**src/rtl/regfile_wb_arbiter_pkg.sv**
```systemverilog
// Shared constants and requester identifiers for the RegFile writeback arbiter.
package regfile_wb_arbiter_pkg;

  localparam int DATA_W   = 32;
  localparam int ADDR_W   = 5;
  localparam int REG_ZERO = 0;

  typedef enum logic {
    REQ_ALU = 1'b0,
    REQ_MEM = 1'b1
  } req_id_e;

endpackage

```
**src/rtl/regfile_wb_arbiter_rr_arb2.sv**
```systemverilog
// Two-way round-robin arbiter: the pointer names the requester favoured on contention
// and moves to the other requester after every grant.
module rr_arb2
  import regfile_wb_arbiter_pkg::*;
(
  input  logic       Clock,
  input  logic       Resetn,
  input  logic       en,
  input  logic [1:0] req,
  output logic [1:0] gnt
);

  req_id_e rr_ptr;

  always_comb begin
    gnt = 2'b00;
    if (en && Resetn) begin
      case (req)
        2'b01:   gnt = 2'b01;
        2'b10:   gnt = 2'b10;
        2'b11:   gnt = (rr_ptr == REQ_ALU) ? 2'b01 : 2'b10;
        default: gnt = 2'b00;
      endcase
    end
  end

  always_ff @(posedge Clock or negedge Resetn) begin
    if (!Resetn) begin
      rr_ptr <= REQ_ALU;
    end else if (gnt[0]) begin
      rr_ptr <= REQ_MEM;
    end else if (gnt[1]) begin
      rr_ptr <= REQ_ALU;
    end
  end

endmodule

```
**src/rtl/regfile_wb_arbiter.sv**
```systemverilog
// Shares the RegFile write port between ALU and load writeback, with a registered
// issue stage and forwarding of the in-flight write to the two read ports.
module regfile_wb_arbiter
  import regfile_wb_arbiter_pkg::*;
#(
  parameter int DATA_W = regfile_wb_arbiter_pkg::DATA_W,
  parameter int ADDR_W = regfile_wb_arbiter_pkg::ADDR_W
) (
  input  logic              Clock,
  input  logic              Resetn,
  input  logic              Hold,
  input  logic              Req0_v,
  input  logic [ADDR_W-1:0] Req0_wn,
  input  logic [DATA_W-1:0] Req0_wd,
  output logic              Req0_rdy,
  input  logic              Req1_v,
  input  logic [ADDR_W-1:0] Req1_wn,
  input  logic [DATA_W-1:0] Req1_wd,
  output logic              Req1_rdy,
  output logic [ADDR_W-1:0] Wn,
  output logic [DATA_W-1:0] Wd,
  output logic              Write,
  input  logic [ADDR_W-1:0] Rn1,
  input  logic [ADDR_W-1:0] Rn2,
  output logic              Fwd1,
  output logic              Fwd2,
  output logic [DATA_W-1:0] FwdD
);

  localparam logic [ADDR_W-1:0] ZERO_IDX = ADDR_W'(REG_ZERO);

  logic [1:0]        gnt;
  logic              accept;
  logic [ADDR_W-1:0] sel_wn;
  logic [DATA_W-1:0] sel_wd;

  rr_arb2 u_arb (
    .Clock  (Clock),
    .Resetn (Resetn),
    .en     (~Hold),
    .req    ({Req1_v, Req0_v}),
    .gnt    (gnt)
  );

  assign Req0_rdy = gnt[0];
  assign Req1_rdy = gnt[1];

  always_comb begin
    accept = |gnt;
    sel_wn = Req0_wn;
    sel_wd = Req0_wd;
    if (gnt[1]) begin
      sel_wn = Req1_wn;
      sel_wd = Req1_wd;
    end
  end

  // Issue stage: register 0 is accepted but never raises Write.
  always_ff @(posedge Clock or negedge Resetn) begin
    if (!Resetn) begin
      Wn    <= '0;
      Wd    <= '0;
      Write <= 1'b0;
    end else begin
      Write <= accept && (sel_wn != ZERO_IDX);
      if (accept) begin
        Wn <= sel_wn;
        Wd <= sel_wd;
      end
    end
  end

  assign Fwd1 = Write && (Rn1 == Wn) && (Rn1 != ZERO_IDX);
  assign Fwd2 = Write && (Rn2 == Wn) && (Rn2 != ZERO_IDX);
  assign FwdD = Wd;

endmodule

```
**config.mk**
```make
export PLATFORM = sky130hd
export DESIGN_NAME = regfile_wb_arbiter
export DESIGN_NICKNAME = d
export VERILOG_FILES = /design/src/rtl/regfile_wb_arbiter_pkg.sv /design/src/rtl/regfile_wb_arbiter_rr_arb2.sv /design/src/rtl/regfile_wb_arbiter.sv
export SDC_FILE = /design/constraint.sdc
export NUM_CORES = 1
export LEC_CHECK = 0
export CAP_MARGIN = 20
export CORE_ASPECT_RATIO = 1.25
export CORE_MARGIN = 2
export CORE_UTILIZATION = 35
export DETAILED_ROUTE_END_ITERATION = 6
export PLACE_DENSITY = 0.88
export SETUP_SLACK_MARGIN = 0.02
export SYNTH_ARGS = -nofsm -noshare
export SYNTH_HDL_FRONTEND = slang
export SYNTH_SLANG_ARGS = --single-unit
export TNS_END_PERCENT = 20
```
**constraint.sdc**
```tcl
create_clock -name Clock -period 1.7 [get_ports Clock]
set_clock_uncertainty 0.2 [all_clocks]
set_input_delay 0.34 -clock Clock [delete_from_list [all_inputs] [get_ports Clock]]
set_output_delay 0.34 -clock Clock [all_outputs]
set_load 0.01 [all_outputs]
```
==> flow_summary.json, run 1 <==
{
  "status": "complete, but fails checks",
  "failed_checks": "setup timing",
  "setup_ws_ns": -0.349,
  "wl_per_cell_um": 19.0,
  "muxShareOfSynthArea_pct": 0.396,
  "r2r_slack_ns": 0.14,
  "pwr-share-clk_pct": 17.2,
  "grt_pass1_wl_um": 13600,
  "seq_area_um2": 980,
  "critical_path.endpoint_type": "output port",
  "clkLatencyLatePin_ns": 0.28,
  "synth_xor_xnor_area_share_pct": 2.77,
  "total_power_mw": 3.59,
  "area_delta_synth_final_pct": 58.0,
  "cts.clk_slew.worst_paths_ns": 0.08,
  "max-slew-margin-rel_pct": 67.2,
  "pwr-share-comb_pct": 45.7,
  "cts-root-buf": "clkbuf_8",
  "max-clock-path-buffers": 2,
  "cts_buffers": 5,
  "drtPass1Iterations": 4,
  "r2r_cells": 4,
  "grt_pass1_vias": 2749,
  "ios": 163,
  "fp.dieArea_mm2": 0.00792,
  "wirelength_um": 8860,
  "synth_top_family_by_area": "compound AO/OA/AOI/OAI gates",
  "power_density_mw_per_mm2": 900,
  "synth_cells": 245,
  "antenna_found_initial": 0,
  "grt_use_total_pct": 21.9,
  "synth_compound_area_share_pct": 35.8,
  "cp-start-kind": "register",
  "start_util_pct": 36.2,
  "io_buffers": 162,
  "vias": 2575,
  "clock-sinks": 39,
  "p_int_mw": 2.31,
  "crit_chain": "xor2_1 > nor3_2 > and4_1 > buf_2",
  "setup_viol": 2,
  "pwr-share-seq_pct": 37.0,
  "r2r-start": "u_arb.rr_ptr$_DFFE_PN0P_",
  "cts_tree": "built",
  "nets": 463,
  "tightest_slew_ns": 0.492,
  "hold_depth": 2,
  "fmax_mhz": 488,
  "period_minus_slack_ns": 2.05,
  "p_switching_mw": 1.28,
  "ys_seq_area_share_pct": 38.6,
  "cp_data_arrival_time_ns": 1.51,
  "die_h_um": 99.0,
  "multiInputGateArea_mm2": 0.00115,
  "post-dp-hpwl_um": 6030,
  "synthSimpleGateAreaFrac_pct": 5.10,
  "yosys_register_bits": 39,
  "hold_class": "reg2reg",
  "drt_iter0_drc": 128,
  "final_core_util_pct": 57.2,
  "cp.required_ns": 1.16,
  "power_leakage_nw": 1.67,
  "htree_levels": 2,
  "drc": 0,
  "core_mm2": 0.00698,
  "die_x_um": 80.0,
  "drive_gt1_share_pct": 13.6,
  "grt_setup_unrepaired": "true",
  "rows": 34,
  "via_per_inst": 5.54,
  "max_stage_delay_ns": 0.45,
  "min_from": "FwdD[24]$_DFFE_PN0P_",
  "ant_nets": 0,
  "grt_max_degree": 39,
  "critical_path.max_fanout": 4,
  "synth_area_per_cell_um2": 10.3,
  "fill_cells": 681,
  "synth_warnings": 0,
  "synth_cell_types": 27,
  "hold_end": "FwdD[24]$_DFFE_PN0P_",
  "diodes": 0,
  "crit_type": "reg2out",
  "yosys.area_share.adder_pct": 0,
  "r2r_end": "FwdD[21]$_DFFE_PN0P_",
  "place_congestion": 0.778,
  "overflow": 0,
  "layout_common_cells": "80 x clkdlybuf4s50_1, 73 x dlygate4sd2_1, 37 x a32oi_1",
  "finalCritPeriodShare_pct": 121,
  "p_sw_share_pct": 35.7,
  "finalMaxSlewViolations": 0,
  "cpMaxStageDelayCell": "dfrtp_2",
  "syn_area_mm2": 0.00253,
  "synth_nets": 334,
  "vdd_drop_max_uv": 461,
  "hold_viol": 0,
  "mostFrequentLayoutCell": "clkdlybuf4s50_1",
  "cap_violations": 0
}
## registers in the layout, summed over array words and instances (netlist names)
register      count
FwdD             32
Write             1
Wn                5
u_arb.rr_ptr      1
## what timing repair did
action,CTS,global route
endpoints found under the hold margin,39,0
hold buffers,2,0
buffers inserted,0,1
gates resized for setup,104,5
endpoints found under the setup margin,112,6
pin swaps,6,2
## synth_stat cells
cell type / number / share of area, %
a2bb2oi_1: 29 / 10
a2bb2oi_2: 8 / 4.8
a32oi_1: 37 / 13
and2_1: 1 / 0.25
and3b_1: 1 / 0.35
and3b_2: 1 / 0.40
and4_1: 2 / 0.69
buf_2: 13 / 2.6
buf_4: 37 / 11
buf_6: 7 / 3.1
clkbuf_1: 3 / 0.45
dfrtp_1: 39 / 39
inv_2: 1 / 0.15
mux2i_1: 1 / 0.40
nand2_1: 4 / 0.59
nand2b_1: 1 / 0.25
nand3b_1: 1 / 0.30
nor2_1: 2 / 0.30
nor3_1: 2 / 0.40
nor4_1: 2 / 0.49
o211ai_1: 1 / 0.30
o21ai_0: 31 / 6.1
o21ai_1: 9 / 1.8
or2_2: 2 / 0.49
or4_1: 2 / 0.59
xnor2_1: 2 / 0.69
xor2_1: 6 / 2.1
## worst max-delay path, delay by kind of cell (launching register included)
kind | cells | cell delay (ns)
buffers and inverters | 1 | 0.13
XOR/XNOR | 1 | 0.18
AND/OR/NAND/NOR | 2 | 0.46
flip-flops | 1 | 0.45
## layer usage
metal | GRT usage (%) | vias to the layer above | wire [um]
met5 | 0 | - | 0
met4 | 6.13 | 0 | 134
met3 | 4.49 | 11 | 537
met2 | 41.8 | 101 | 4970
met1 | 23.8 | 1280 | 3220
li1 | - | 1183 | -
## area by class of cell
| type | count | area share [%] |
|---|---|---|
| Clock inverter | 1 | 0.125 |
| Inverter | 1 | 0.0940 |
| Tap cell | 90 | 2.82 |
| Timing Repair Buffer | 182 | 41.8 |
| Clock buffer | 7 | 1.91 |
| Sequential cell | 39 | 24.5 |
| Multi-Input combinational cell | 145 | 28.8 |
## metrics by stage
stage | hold WS (ns) | setup TNS (ns) | std cells | setup WS, ns | instance area, um^2
finish | 0.362 | -0.613 | 465 | -0.349 | 3990
global route | 0.390 | -0.735 | 465 | -0.380 | 3990
global placement | 0.126 | -14.95 | 454 | -0.789 | 3970
CTS | 0.366 | -0.573 | 464 | -0.309 | 3980
detailed placement | 0.125 | -15.76 | 454 | -0.818 | 3970
floorplan | -0.156 | 0 | 245 | 0.0898 | 2530
## worst max path at each step
stage | start | to
after floorplan | Wn[4]$_DFFE_PN0P_ | Fwd2
after global placement | Rn2[4] | Fwd2
after detailed placement | Rn1[2] | Fwd1
after CTS | Wn[3]$_DFFE_PN0P_ | Fwd1
after global routing | Wn[2]$_DFFE_PN0P_ | Fwd1
final | Wn[2]$_DFFE_PN0P_ | Fwd1
## cells by family (layout without fill, tap and decap cells)
kind of cell	count (synthesis)	count (layout)
AOI/OAI and AO/OA	115	115
muxes	1	1
xor gates and xnor gates	8	8
buffers and inverters	61	191
and+or+nand+nor	21	21
DFF	39	39
## power by group through the flow
stage                     registers, mW  clock network (mW)  logic [mW]
after global placement             1.34                   0        1.86
after global routing               1.37               0.679        1.76
final                              1.33               0.618        1.64
after CTS                          1.34               0.640        1.64
after floorplan                    1.43                   0       0.858
after detailed placement           1.36                   0        1.91
No activity file was read; power rests on OpenSTA's default activity.
==> run 2: changes to the inputs <==
--- a/config.mk
+++ b/config.mk
@@ -8,9 +8,9 @@
 export CAP_MARGIN = 20
 export CORE_ASPECT_RATIO = 1.25
 export CORE_MARGIN = 2
-export CORE_UTILIZATION = 35
+export CORE_UTILIZATION = 37
 export DETAILED_ROUTE_END_ITERATION = 6
-export PLACE_DENSITY = 0.88
+export PLACE_DENSITY = 0.92
 export SETUP_SLACK_MARGIN = 0.02
 export SYNTH_ARGS = -nofsm -noshare
 export SYNTH_HDL_FRONTEND = slang
==> run 2 against run 1 <==
  * The run still ends with setup timing left
  * Sequential cell count stayed put
  * Hold slack got worse by 0.32 ns
  * First-iteration DRC count down 6.3%
  * Power is 0.40% higher
  * Design area grew 0.63%
  * Global-route usage up 0.18 points
  * Via count rose by 0.78%
  * Cell count down 0.65%
  * Non-clock buffer count increased by 1
  * Utilization increased by 3.6 points
==> flow_summary.json, run 2 (synthesized netlist as in run 1, its figures left out) <==
{
  "pwr-share-seq_pct": 36.8,
  "pwr-share-clk_pct": 17.4,
  "vias": 2595,
  "cts.clk_slew.worst_paths_ns": 0.08,
  "p_sw_share_pct": 34.8,
  "grt_pass1_vias": 2546,
  "critical_path.max_fanout": 1,
  "cts-root-buf": "clkbuf_8",
  "critical_path.endpoint_type": "output port",
  "cp-start-kind": "primary input",
  "core_mm2": 0.00661,
  "clkLatencyLatePin_ns": 0.28,
  "start_util_pct": 38.3,
  "wl_per_cell_um": 18.8,
  "vdd_drop_max_uv": 664,
  "p_switching_mw": 1.26,
  "cts_tree": "built",
  "hold_class": "in2async",
  "largest_reg_flops": 32,
  "cp.required_ns": 1.16,
  "place_congestion": 0.739,
  "area_delta_synth_final_pct": 59.0,
  "die_h_um": 96.4,
  "p_int_mw": 2.35,
  "drt_iter0_drc": 120,
  "cap_violations": 0,
  "clock-sinks": 39,
  "status": "complete, but fails checks",
  "crit_type": "in2out",
  "grt_pass1_wl_um": 13100,
  "htree_levels": 2,
  "design_area_mm2": 0.00402,
  "max-slew-margin-rel_pct": 66.2,
  "multiInputGateArea_mm2": 0.00115,
  "setup_viol": 2,
  "fmax_mhz": 500,
  "power_leakage_nw": 1.70,
  "finalMaxSlewViolations": 0,
  "drive_gt1_share_pct": 14.4,
  "drtPass1Iterations": 4,
  "diodes": 0,
  "hold_ws_ns": 0.0426,
  "period_minus_slack_ns": 2.00,
  "cp_data_arrival_time_ns": 1.46,
  "post-dp-hpwl_um": 5860,
  "wirelength_um": 8680,
  "final_core_util_pct": 60.8,
  "via_per_inst": 5.62,
  "total_power_mw": 3.61,
  "setup_ws_ns": -0.299,
  "failed_checks": "setup timing",
  "fp.dieArea_mm2": 0.00751,
  "ant_nets": 0,
  "io_buffers": 162,
  "power_density_mw_per_mm2": 898,
  "pwr-share-comb_pct": 45.7,
  "fill_cells": 607,
  "max-clock-path-buffers": 2,
  "nets": 464,
  "antenna_found_initial": 0,
  "layout_common_cells": "76 x dlygate4sd2_1, 76 x clkdlybuf4s50_1, 37 x a32oi_1",
  "drc": 0,
  "hold_viol": 0,
  "grt_setup_unrepaired": "true",
  "grt_use_total_pct": 22.1,
  "tightest_slew_ns": 0.506,
  "finalCritPeriodShare_pct": 118,
  "post_dp_cell_area_mm2": 0.00398,
  "pre_cts_slack_ns": -0.784,
  "ios": 163,
  "cts_buffers": 5,
  "grt_max_degree": 39,
  "seq_area_um2": 980,
  "rows": 33,
  "die_x_um": 77.9,
  "overflow": 0
}
run 2: cell count changes in the layout (fill, tap and decap cells not counted), sizes merged:
cell	delta
clkdlybuf4s50	-4
buf	+3
dlygate4sd2	+3
clkbuf	-2
dlygate4sd3	-1
dlymetal6s2s	+1
run 2: repair_timing:
| item | CTS | global route |
|---|---|---|
| pin swaps | 7 | 3 |
| endpoints found under the hold margin | 1 | 0 |
| endpoints found under the setup margin | 111 | 10 |
| resized for setup | 107 | 10 |
| buffers inserted | 2 | 1 |
| gates cloned | 0 | 0 |
| hold buffers | 1 | 0 |
run 2: final timing paths:
check                      cells past startpoint                      from                   end  slack (ns)
setup / recovery                               5                    Rn2[2]                  Fwd2       -0.30
hold / removal                                 3                    Resetn   FwdD[6]$_DFFE_PN0P_        0.04
setup reg to reg                               5  u_arb.rr_ptr$_DFFE_PN0P_  FwdD[10]$_DFFE_PN0P_        0.10
min in group Clock                             2      FwdD[29]$_DFFE_PN0P_  FwdD[29]$_DFFE_PN0P_        0.35
max in group asynchronous                      3                    Resetn     Wn[1]$_DFFE_PN0P_        0.89
hold reg to reg                                2      FwdD[29]$_DFFE_PN0P_  FwdD[29]$_DFFE_PN0P_        0.35
run 2: layout make-up:
type	count	area share (%)
Clock buffer	6	2.05
Sequential cell	39	24.4
Clock inverter	1	0.125
Inverter	1	0.0934
Multi-Input combinational cell	145	28.6
Tap cell	87	2.71
Timing Repair Buffer	183	42.1
run 2: worst max-delay path, stage by stage:
cell	delay, ns
clkdlybuf4s50_1	0.42
xor2_1	0.15
nor3_1	0.18
and4_1	0.23
buf_2	0.13
run 2: power groups by stage:
stage	Clock [mW]	Sequential (mW)	Combinational, mW
6_report	0.629	1.33	1.65
5_1_grt	0.691	1.36	1.77
4_1_cts	0.650	1.32	1.64
3_5_place_dp	0	1.36	1.90
3_3_place_gp	0	1.34	1.86
2_1_floorplan	0	1.43	0.858
run 2: layer usage:
metal	track usage (%)	up-vias	routed length [um]
met4	5.26	0	78
met5	0	-	0
li1	-	1185	-
met1	24.7	1281	2970
met3	4.55	7	691
met2	42.8	122	4930
run 2: stage by stage:
stage / std cells / TNS (ns)
2_1_floorplan: 245 / 0
3_3_place_gp: 451 / -14.10
3_5_place_dp: 451 / -14.93
4_1_cts: 461 / -0.496
5_1_grt: 462 / -0.590
6_report: 462 / -0.557
